### config.mk
export PLATFORM = sky130hd
export DESIGN_NAME = return_stack
export DESIGN_NICKNAME = d
export VERILOG_FILES = /design/src/rtl/return_stack.sv
export SDC_FILE = /design/constraint.sdc
export NUM_CORES = 1
export LEC_CHECK = 0
export CORE_ASPECT_RATIO = 0.6
export CORE_UTILIZATION = 49
export DETAILED_ROUTE_END_ITERATION = 8
export PLACE_DENSITY = 0.65
export SLEW_MARGIN = 30
export SYNTH_ARGS = -nofsm -noshare
export SYNTH_HDL_FRONTEND = slang
export SYNTH_SLANG_ARGS = --single-unit
### constraint.sdc
create_clock -name clock -period 6 [get_ports clock]
set_input_delay 0.6 -clock clock [delete_from_list [all_inputs] [get_ports clock]]
set_output_delay 0.6 -clock clock [all_outputs]
set_load 0.005 [all_outputs]
### src/rtl/return_stack.sv
`default_nettype none
// ============================================================================
// Module      : return_stack
// Description : Hardware return-address stack sitting beside the PC. A call
//               pushes the return address; a return pops it and the block
//               presents the address on `out` with a one-cycle `load` strobe
//               that drives the PC's in/load inputs directly.
//
// Parameters  : DEPTH - number of stack entries (power of two, >= 2)
//               WIDTH - address width (matches the PC width)
//
// Ports       : clock  in   system clock, rising-edge active
//               reset  in   asynchronous, active-high reset
//               push   in   store `in` on top of the stack this cycle
//               pop    in   remove top of stack this cycle
//               in     in   return address to push [WIDTH]
//               out    out  last popped address (to PC in) [WIDTH]
//               load   out  one-cycle strobe after an accepted pop (PC load)
//               count  out  number of valid entries [$clog2(DEPTH+1)]
//               empty  out  count == 0
//               full   out  count == DEPTH
//               err    out  sticky overflow/underflow flag
//
// Build macro : RETURN_STACK_WRAP_EN
//               undefined - a push while full is rejected and sets err.
//               defined   - storage is circular with a base pointer; a push
//                           while full overwrites the oldest entry, count
//                           saturates at DEPTH and err is not set. Underflow
//                           still sets err.
//
// Revision    : 1.0 - initial release
// ============================================================================
module return_stack #(
  parameter int DEPTH = 8,
  parameter int WIDTH = 16
) (
  input  logic                         clock,
  input  logic                         reset,
  input  logic                         push,
  input  logic                         pop,
  input  logic [WIDTH-1:0]             in,
  output logic [WIDTH-1:0]             out,
  output logic                         load,
  output logic [$clog2(DEPTH+1)-1:0]   count,
  output logic                         empty,
  output logic                         full,
  output logic                         err
);

  localparam int c_ptr_w = $clog2(DEPTH);
  localparam int c_cnt_w = $clog2(DEPTH + 1);

  localparam logic [c_ptr_w-1:0] c_ptr_one  = c_ptr_w'(1);
  localparam logic [c_cnt_w-1:0] c_cnt_one  = c_cnt_w'(1);
  localparam logic [c_cnt_w-1:0] c_cnt_full = c_cnt_w'(DEPTH);

  // --------------------------------------------------------------------------
  // State
  // --------------------------------------------------------------------------
  logic [WIDTH-1:0]   r_mem [DEPTH];
  logic [c_cnt_w-1:0] r_count;
  logic [WIDTH-1:0]   r_out;
  logic               r_load;
  logic               r_err;

  // --------------------------------------------------------------------------
  // Combinational decode
  // --------------------------------------------------------------------------
  logic               w_empty;
  logic               w_full;
  logic [c_ptr_w-1:0] w_base;
  logic [c_ptr_w-1:0] w_cnt_lo;
  logic [c_ptr_w-1:0] w_wr_idx;
  logic [c_ptr_w-1:0] w_top_idx;

  logic               w_mem_we;
  logic [c_ptr_w-1:0] w_mem_idx;
  logic [c_cnt_w-1:0] w_count_nxt;
  logic [WIDTH-1:0]   w_out_nxt;
  logic               w_load_nxt;
  logic               w_err_set;

`ifdef RETURN_STACK_WRAP_EN
  logic [c_ptr_w-1:0] r_base;
  logic               w_base_adv;

  assign w_base = r_base;
`else
  // Without wrap the stack always starts at entry 0.
  assign w_base = '0;
`endif

  assign w_empty = (r_count == '0);
  assign w_full  = (r_count == c_cnt_full);

  // Physical slot addressing. When count == DEPTH the low bits of count are
  // zero, so w_wr_idx lands on the base (the oldest entry) and w_top_idx on
  // base-1 (the newest entry); both wrap naturally in c_ptr_w bits.
  always_comb begin
    w_cnt_lo  = r_count[c_ptr_w-1:0];
    w_wr_idx  = w_base + w_cnt_lo;
    w_top_idx = w_wr_idx - c_ptr_one;
  end

  always_comb begin
    w_mem_we    = 1'b0;
    w_mem_idx   = w_wr_idx;
    w_count_nxt = r_count;
    w_out_nxt   = r_out;
    w_load_nxt  = 1'b0;
    w_err_set   = 1'b0;
`ifdef RETURN_STACK_WRAP_EN
    w_base_adv  = 1'b0;
`endif

    if (push && pop) begin
      // Combined call/return: always yields an address, never an error.
      w_load_nxt = 1'b1;
      if (w_empty) begin
        // Nothing stored: forward the pushed address straight through.
        w_out_nxt = in;
      end else begin
        // Replace the top entry; count is unchanged.
        w_out_nxt = r_mem[w_top_idx];
        w_mem_we  = 1'b1;
        w_mem_idx = w_top_idx;
      end
    end else if (push) begin
      if (!w_full) begin
        w_mem_we    = 1'b1;
        w_mem_idx   = w_wr_idx;
        w_count_nxt = r_count + c_cnt_one;
      end else begin
`ifdef RETURN_STACK_WRAP_EN
        // Overwrite the oldest entry (at the base) and advance the base so
        // the new value becomes the top; count stays saturated.
        w_mem_we   = 1'b1;
        w_mem_idx  = w_wr_idx;
        w_base_adv = 1'b1;
`else
        w_err_set  = 1'b1;
`endif
      end
    end else if (pop) begin
      if (!w_empty) begin
        w_out_nxt   = r_mem[w_top_idx];
        w_count_nxt = r_count - c_cnt_one;
        w_load_nxt  = 1'b1;
      end else begin
        w_err_set = 1'b1;
      end
    end
  end

  // --------------------------------------------------------------------------
  // Storage
  // --------------------------------------------------------------------------
  always_ff @(posedge clock or posedge reset) begin
    if (reset) begin
      for (int i = 0; i < DEPTH; i++) begin
        r_mem[i] <= '0;
      end
    end else if (w_mem_we) begin
      r_mem[w_mem_idx] <= in;
    end
  end

`ifdef RETURN_STACK_WRAP_EN
  always_ff @(posedge clock or posedge reset) begin
    if (reset) begin
      r_base <= '0;
    end else if (w_base_adv) begin
      r_base <= r_base + c_ptr_one;
    end
  end
`endif

  // --------------------------------------------------------------------------
  // Control / output registers
  // --------------------------------------------------------------------------
  always_ff @(posedge clock or posedge reset) begin
    if (reset) begin
      r_count <= '0;
      r_out   <= '0;
      r_load  <= 1'b0;
      r_err   <= 1'b0;
    end else begin
      r_count <= w_count_nxt;
      r_out   <= w_out_nxt;
      r_load  <= w_load_nxt;
      r_err   <= r_err | w_err_set;
    end
  end

  assign out   = r_out;
  assign load  = r_load;
  assign count = r_count;
  assign empty = w_empty;
  assign full  = w_full;
  assign err   = r_err;

endmodule
`default_nettype wire
# After elaboration in Yosys (flattened, before gate mapping)
# Index checks and enable logic that the tools add are counted.
dict set report word_totals {
  out_inout_bits 24
  ff_bits 150
  elab_cells 63
}
dict set report classes {
  add_sub_neg 3
  n_mux 29
  n_bitwise 4
  reduce_logical 7
  magnitude_cmp 3
  n_eq_ne 5
}
# cell count
set op_table {}
lappend op_table {{$bwmux 128} 1}
lappend op_table {{$mux 16} 8}
lappend op_table {{$bmux 16 s3} 1}
lappend op_table {{$demux 16 s3} 1}
lappend op_table {{$mux 4} 4}
lappend op_table {{$mux 1} 12}
lappend op_table {{$ge 4x4->1 const B} 2}
lappend op_table {{$not 3->4} 2}
lappend op_table {{$mux 3} 2}
lappend op_table {{$add 4x1->4 const B} 1}
lappend op_table {{$eq 4x4->1 const B} 1}
lappend op_table {{$logic_not 4->1} 1}
lappend op_table {{$lt 4x1->1 const B} 1}
lappend op_table {{$ne 2x1->1 const B} 2}
lappend op_table {{$ne 2x2->1 const B} 2}
lappend op_table {{$reduce_and 4->1} 1}
lappend op_table {{$reduce_bool 2->1} 2}
lappend op_table {{$sub 4x1->4 const B} 1}
lappend op_table {{$reduce_and 3->1} 1}
lappend op_table {{$sub 3x1->3 const B} 1}
lappend op_table {{$logic_and 1x1->1} 2}
lappend op_table {{$not 1->1} 1}
lappend op_table {{$or 1x1->1} 1}

# Depth between registers and ports, before layout
dict set report depth {
  depth_word 9
  depth_mapped 10
  depth_no_buf 7
}

# Worst setup path after synthesis
# Ideal clock, no wire load.
dict set report synth_timing {
  path_type {reg-to-reg}
  start {register r_count[0] (netlist: count[0])}
  end {register r_mem[0] (netlist bit)}
  required_ns 5.875
  n_path_buf 2
  path_stages_with_launch 10
  t_arrival_ns 2.457
  setup_slack_ns 3.418
  path_cell_list {dfrtp_1 > inv_1 > ha_1 > buf_6 > or3b_4 > inv_4 > or4_4 > a21oi_2 > buf_6 > mux2_2}
}
dict set report synth_via {
  elab_chain_len 9
  elab_cells_between_ends 16
  cone_classes {add/sub (1); order compare (2); eq/ne (1); mux (9); bitwise (1); reduce/logical (2)}
}
# item line_no
set synth_lines {}
lappend synth_lines {{start, declared} 61} ;# logic [c_cnt_w-1:0] r_count;
lappend synth_lines {{start signal, assigned} 188} ;# r_count <= w_count_nxt;
lappend synth_lines {{$sub 3x1->3 *} 102} ;# w_top_idx = w_wr_idx - c_ptr_one;
lappend synth_lines {{via w_top_idx[0]} 74} ;# logic [c_ptr_w-1:0] w_top_idx;
lappend synth_lines {{$mux 3 *} 119} ;# if (w_empty) begin
lappend synth_lines {{$mux 3 *} 116} ;# if (push && pop) begin
lappend synth_lines {{$not 3->4 (implied by the code) *} 164} ;# r_mem[w_mem_idx] <= in;
lappend synth_lines {{$ge 4x4->1 (implied by the code) or $lt 4x1->1 (tied branches)} 164}
lappend synth_lines {{$logic_and 1x1->1 (implied by the code)} 164}
lappend synth_lines {{$mux 16 (implied by the code)} 164}
lappend synth_lines {{$demux 16 s3 *} 164}
lappend synth_lines {{$bwmux 128 *} 164}
lappend synth_lines {{end signal, assigned by index} 164}
lappend synth_lines {{end, declared} 60} ;# logic [WIDTH-1:0] r_mem [DEPTH];
# The timed path passes the listed nets; every way through them passes the cells marked *.
# A chain may end at the register's enable or synchronous reset.

# Worst setup path after layout
dict set report layout_timing {
  start {register r_count[1] (netlist: count[1])}
  end {register r_mem[5] (netlist bit)}
}
dict set report layout_via {
  elab_chain_len 9
  elab_cells_between_ends 16
  cone_classes {add/sub (1); order compare (2); eq/ne (1); mux (9); bitwise (1); reduce/logical (2)}
}
# item line_no
set layout_lines {}
lappend layout_lines {{$sub 3x1->3 or $logic_not 4->1 (tied branches)} {102, 93}}
lappend layout_lines {{$mux 3} 119}
lappend layout_lines {{$mux 3} 116}
lappend layout_lines {{$not 3->4 (implied by the code)} 164}
lappend layout_lines {{$ge 4x4->1 (implied by the code) or $lt 4x1->1 (tied branches)} 164}
lappend layout_lines {{$logic_and 1x1->1 (implied by the code)} 164}
lappend layout_lines {{$mux 16 (implied by the code)} 164}
lappend layout_lines {{$demux 16 s3} 164}
lappend layout_lines {{$bwmux 128} 164}
# Several ways; a longest one is shown, not always the timed one.

==> flow_metrics.env <==
export IMPL_r2r_start="count[1]"
export IMPL_path_class="register to register"
export IMPL_grt_start_max_net_pins=108
export IMPL_cp_start_kind="register"
export IMPL_cp_slowest_stage_delay_ns=0.60
export IMPL_yosysWarnings=0
export IMPL_fill_cells=1072
export IMPL_clock_latency_ns=0.42
export IMPL_cp_cell_sequence="inv_1 > ha_1 > buf_4 > or4_4 > a21oi_4 > mux2_2"
export IMPL_tightest_slew_ns=0.965
export IMPL_die_h_um=94.7
export IMPL_powerDensity_mw_per_mm2=606
export IMPL_worst_ir_drop_vdd_v=0.000266
export IMPL_critical_path_arrival_ns=3.51
export IMPL_crit_fanout=29
export IMPL_synthesis_area_mm2=0.00701
export IMPL_holdCritStartpoint="err"
export IMPL_yosys_top_cells_count="150 x dfrtp_1, 108 x mux2_2, 35 x nand2_1"
export IMPL_syn_area_per_cell_um2=15.3
export IMPL_synth_nets=483
export IMPL_nets=523
export IMPL_power_leakage_nw=3.49
export IMPL_ys_types=50
export IMPL_cts_setup_buffers=0
export IMPL_reg2reg_to="r_mem[5]"
export IMPL_core_mm2=0.0138
export IMPL_dr_pass1_iters=8
export IMPL_grt_antenna_before_repair=0
export IMPL_overflow=0
export IMPL_layout_drive_gt1_share_pct=42.3
export IMPL_yosys_area_top_type="dfrtp_1"
export IMPL_post_route_util_pct=59.8
export IMPL_min_to="err"
export IMPL_grt_met3_usage_pct=7.07
export IMPL_period_needed_ns=3.21
export IMPL_synth_top_area_share_pct=53.5
export IMPL_met1_usage_pct=35.0
export IMPL_synth_most_common_cell="dfrtp_1"
export IMPL_place_area_mm2=0.00756
export IMPL_design_area_mm2=0.00824
export IMPL_cpMaxStageDelayCell="or4_4"
export IMPL_dr_first_iter_drc_count=235
export IMPL_rsz0062_at_grt="no"
export IMPL_finalPower_mw=4.99
export IMPL_hold_violations=0
export IMPL_cts_tree="built"
export IMPL_area_growth_pct=17.5
export IMPL_num_rows=33
export IMPL_yosys_most_used_dff="dfrtp_1"
export IMPL_min_path_cells=1
export IMPL_holdBufCountCts=0
export IMPL_clk_pin_slew_ns=0.06
export IMPL_grt_pass1_wl_um=25500
export IMPL_cp_required_ns=6.30
export IMPL_cts_root_buffer="clkbuf_16"
export IMPL_gr_usage_all_layers_pct=23.6
export IMPL_die_x_um=156
export IMPL_skew_ns=0.00699
export IMPL_seqCellArea_mm2=0.00375
export IMPL_finalSetupTns_ns=0
export IMPL_wl_um=15600
export IMPL_worst_setup_path_end_kind="register"
export IMPL_yosysSeqAreaShare_pct=53.5
export IMPL_ys_async_sr_fraction_pct=100
export IMPL_reg2reg_depth=6
export IMPL_place_gp_congestion=0.820
export IMPL_timing_final_crit_share_pct=53.5
export IMPL_finalSetupViolations=0
export IMPL_io_buffers=43
export IMPL_reg2reg_slack_ns=2.79
export IMPL_cts_max_level=4
export IMPL_max_cap_violations=0
export IMPL_multi_input_area_mm2=0.00307
export IMPL_outcome="complete, no violations"
export IMPL_dieArea_mm2=0.0148
export IMPL_ios=44
export IMPL_use_met2_pct=33.3
export IMPL_slew_headroom_pct=35.7
export IMPL_route_detailed_drc=0
export IMPL_ys_ff_latch=150
export IMPL_hpwl_um=8900
export IMPL_hold_class="register to register"
export IMPL_cts_sinks=150
export IMPL_top_usage_layer="met1"
export IMPL_synth_edf_count=0
export IMPL_final_antenna_net_count=0
export IMPL_avgRoutedWirePerCell_um=22.2
export IMPL_vias=4169
export IMPL_synthTopCellsByArea="dfrtp_1 54%, mux2_2 17%, mux4_2 10%, mux2_4 4.3%, a222oi_1 2.1%"
export IMPL_grt_pass1_vias=4409
export IMPL_final_max_slew_violation_count=0
export IMPL_viasPerCell=5.93
export IMPL_fmax_ghz=0.312
export IMPL_initial_core_util_pct=50.8
export IMPL_cts_resized_gates=0
export IMPL_cts_buffers_inserted=17
export IMPL_num_antenna_cells=0
export IMPL_synthCells=458
export IMPL_cts_max_path_buffers=2
-- how the worst max path moves through the flow --
stage / startpoint / end / slack (ns) / cells after the start
after floorplan: reset / count[0] / 1.36 / 1
after global placement: pop / r_mem[3] / 2.42 / 5
after detailed placement: push / r_mem[125] / 2.48 / 6
after CTS: count[1] / r_mem[5] / 2.76 / 6
after global routing: count[1] / r_mem[4] / 2.64 / 6
final: count[1] / r_mem[5] / 2.79 / 6
-- through the flow --
stage | setup WS [ns] | hold slack (ns) | cells
2_1_floorplan | 1.36 | 0.468 | 458
6_report | 2.79 | 0.496 | 703
3_3_place_gp | 2.42 | 0.466 | 671
4_1_cts | 2.76 | 0.492 | 703
5_1_grt | 2.64 | 0.505 | 703
3_5_place_dp | 2.48 | 0.474 | 671
-- routing by layer --
metal	vias to the layer above	routed length (µm)	part of all wire (%)
met5	-	0	0
met1	2222	7870	50
met3	16	844	5.4
met4	0	124	0.79
met2	112	6800	43
li1	1819	-	-
-- flip-flops by register name, summed over array words and instances, names as in the netlist --
register,flops
r_mem,128
out,16
count,4
err,1
load,1
-- cell type report --
class	instances	area share [%]
timing repair buffer	49	5.77
inverter	5	0.349
clock inverter	13	2.64
tap	192	2.92
clock buffer	19	5.50
multi-input combinational	275	37.3
sequential	150	45.6
-- logic make-up (layout without fill, tap and decap cells) --
family                   count (synthesis)  in the layout  synth area share [%]
XOR/XNOR                                 4              4                 0.500
AO/OA/AOI/OAI                           46             46                  5.50
buffers and inverters                   33             86                  3.16
flip-flops                             150            150                  53.5
multiplexers                           160            160                  31.9
AND/OR/NAND/NOR                         60             60                  4.39
adder cells (fa/ha/maj)                  5              5                  1.00
-- cells in the final DEF, fill, tap and decap left out, types with 2 or more instances in the layout --
cell type,instances
or4_4,2
a222oi_1,15
xnor2_1,4
clkinvlp_4,2
buf_4,6
clkbuf_16,17
clkbuf_8,2
clkdlybuf4s50_1,43
inv_1,3
a21oi_1,4
nand4_1,3
nand3_1,2
clkinv_4,2
a21bo_2,3
bufinv_16,5
mux2_2,108
nor2b_1,3
mux2_4,20
a21boi_0,2
o21bai_1,2
nor2_1,2
ha_1,4
nand2_1,35
dfrtp_1,149
a21oi_4,3
o211ai_1,4
a211oi_1,2
inv_6,4
mux4_2,32
nor3_1,2
o21ai_0,2
-- critical path, delay by kind of cell (launching register included) --
kind	cells	cell delay, ns
flip-flops	1	0.46
buffers and inverters	2	0.51
multiplexers	1	0.41
adder cells (fa/ha/maj)	1	0.47
AO/OA/AOI/OAI	1	0.60
AND/OR/NAND/NOR	1	0.60
-- power breakdown --
part | internal (mW) | switching (mW) | total (mW)
clock network | 0.768 | 0.441 | 1.21
logic | 1.15 | 0.818 | 1.97
registers | 1.52 | 0.290 | 1.81
total | 3.44 | 1.55 | 4.99
No activity file was read; power rests on OpenSTA's default activity.
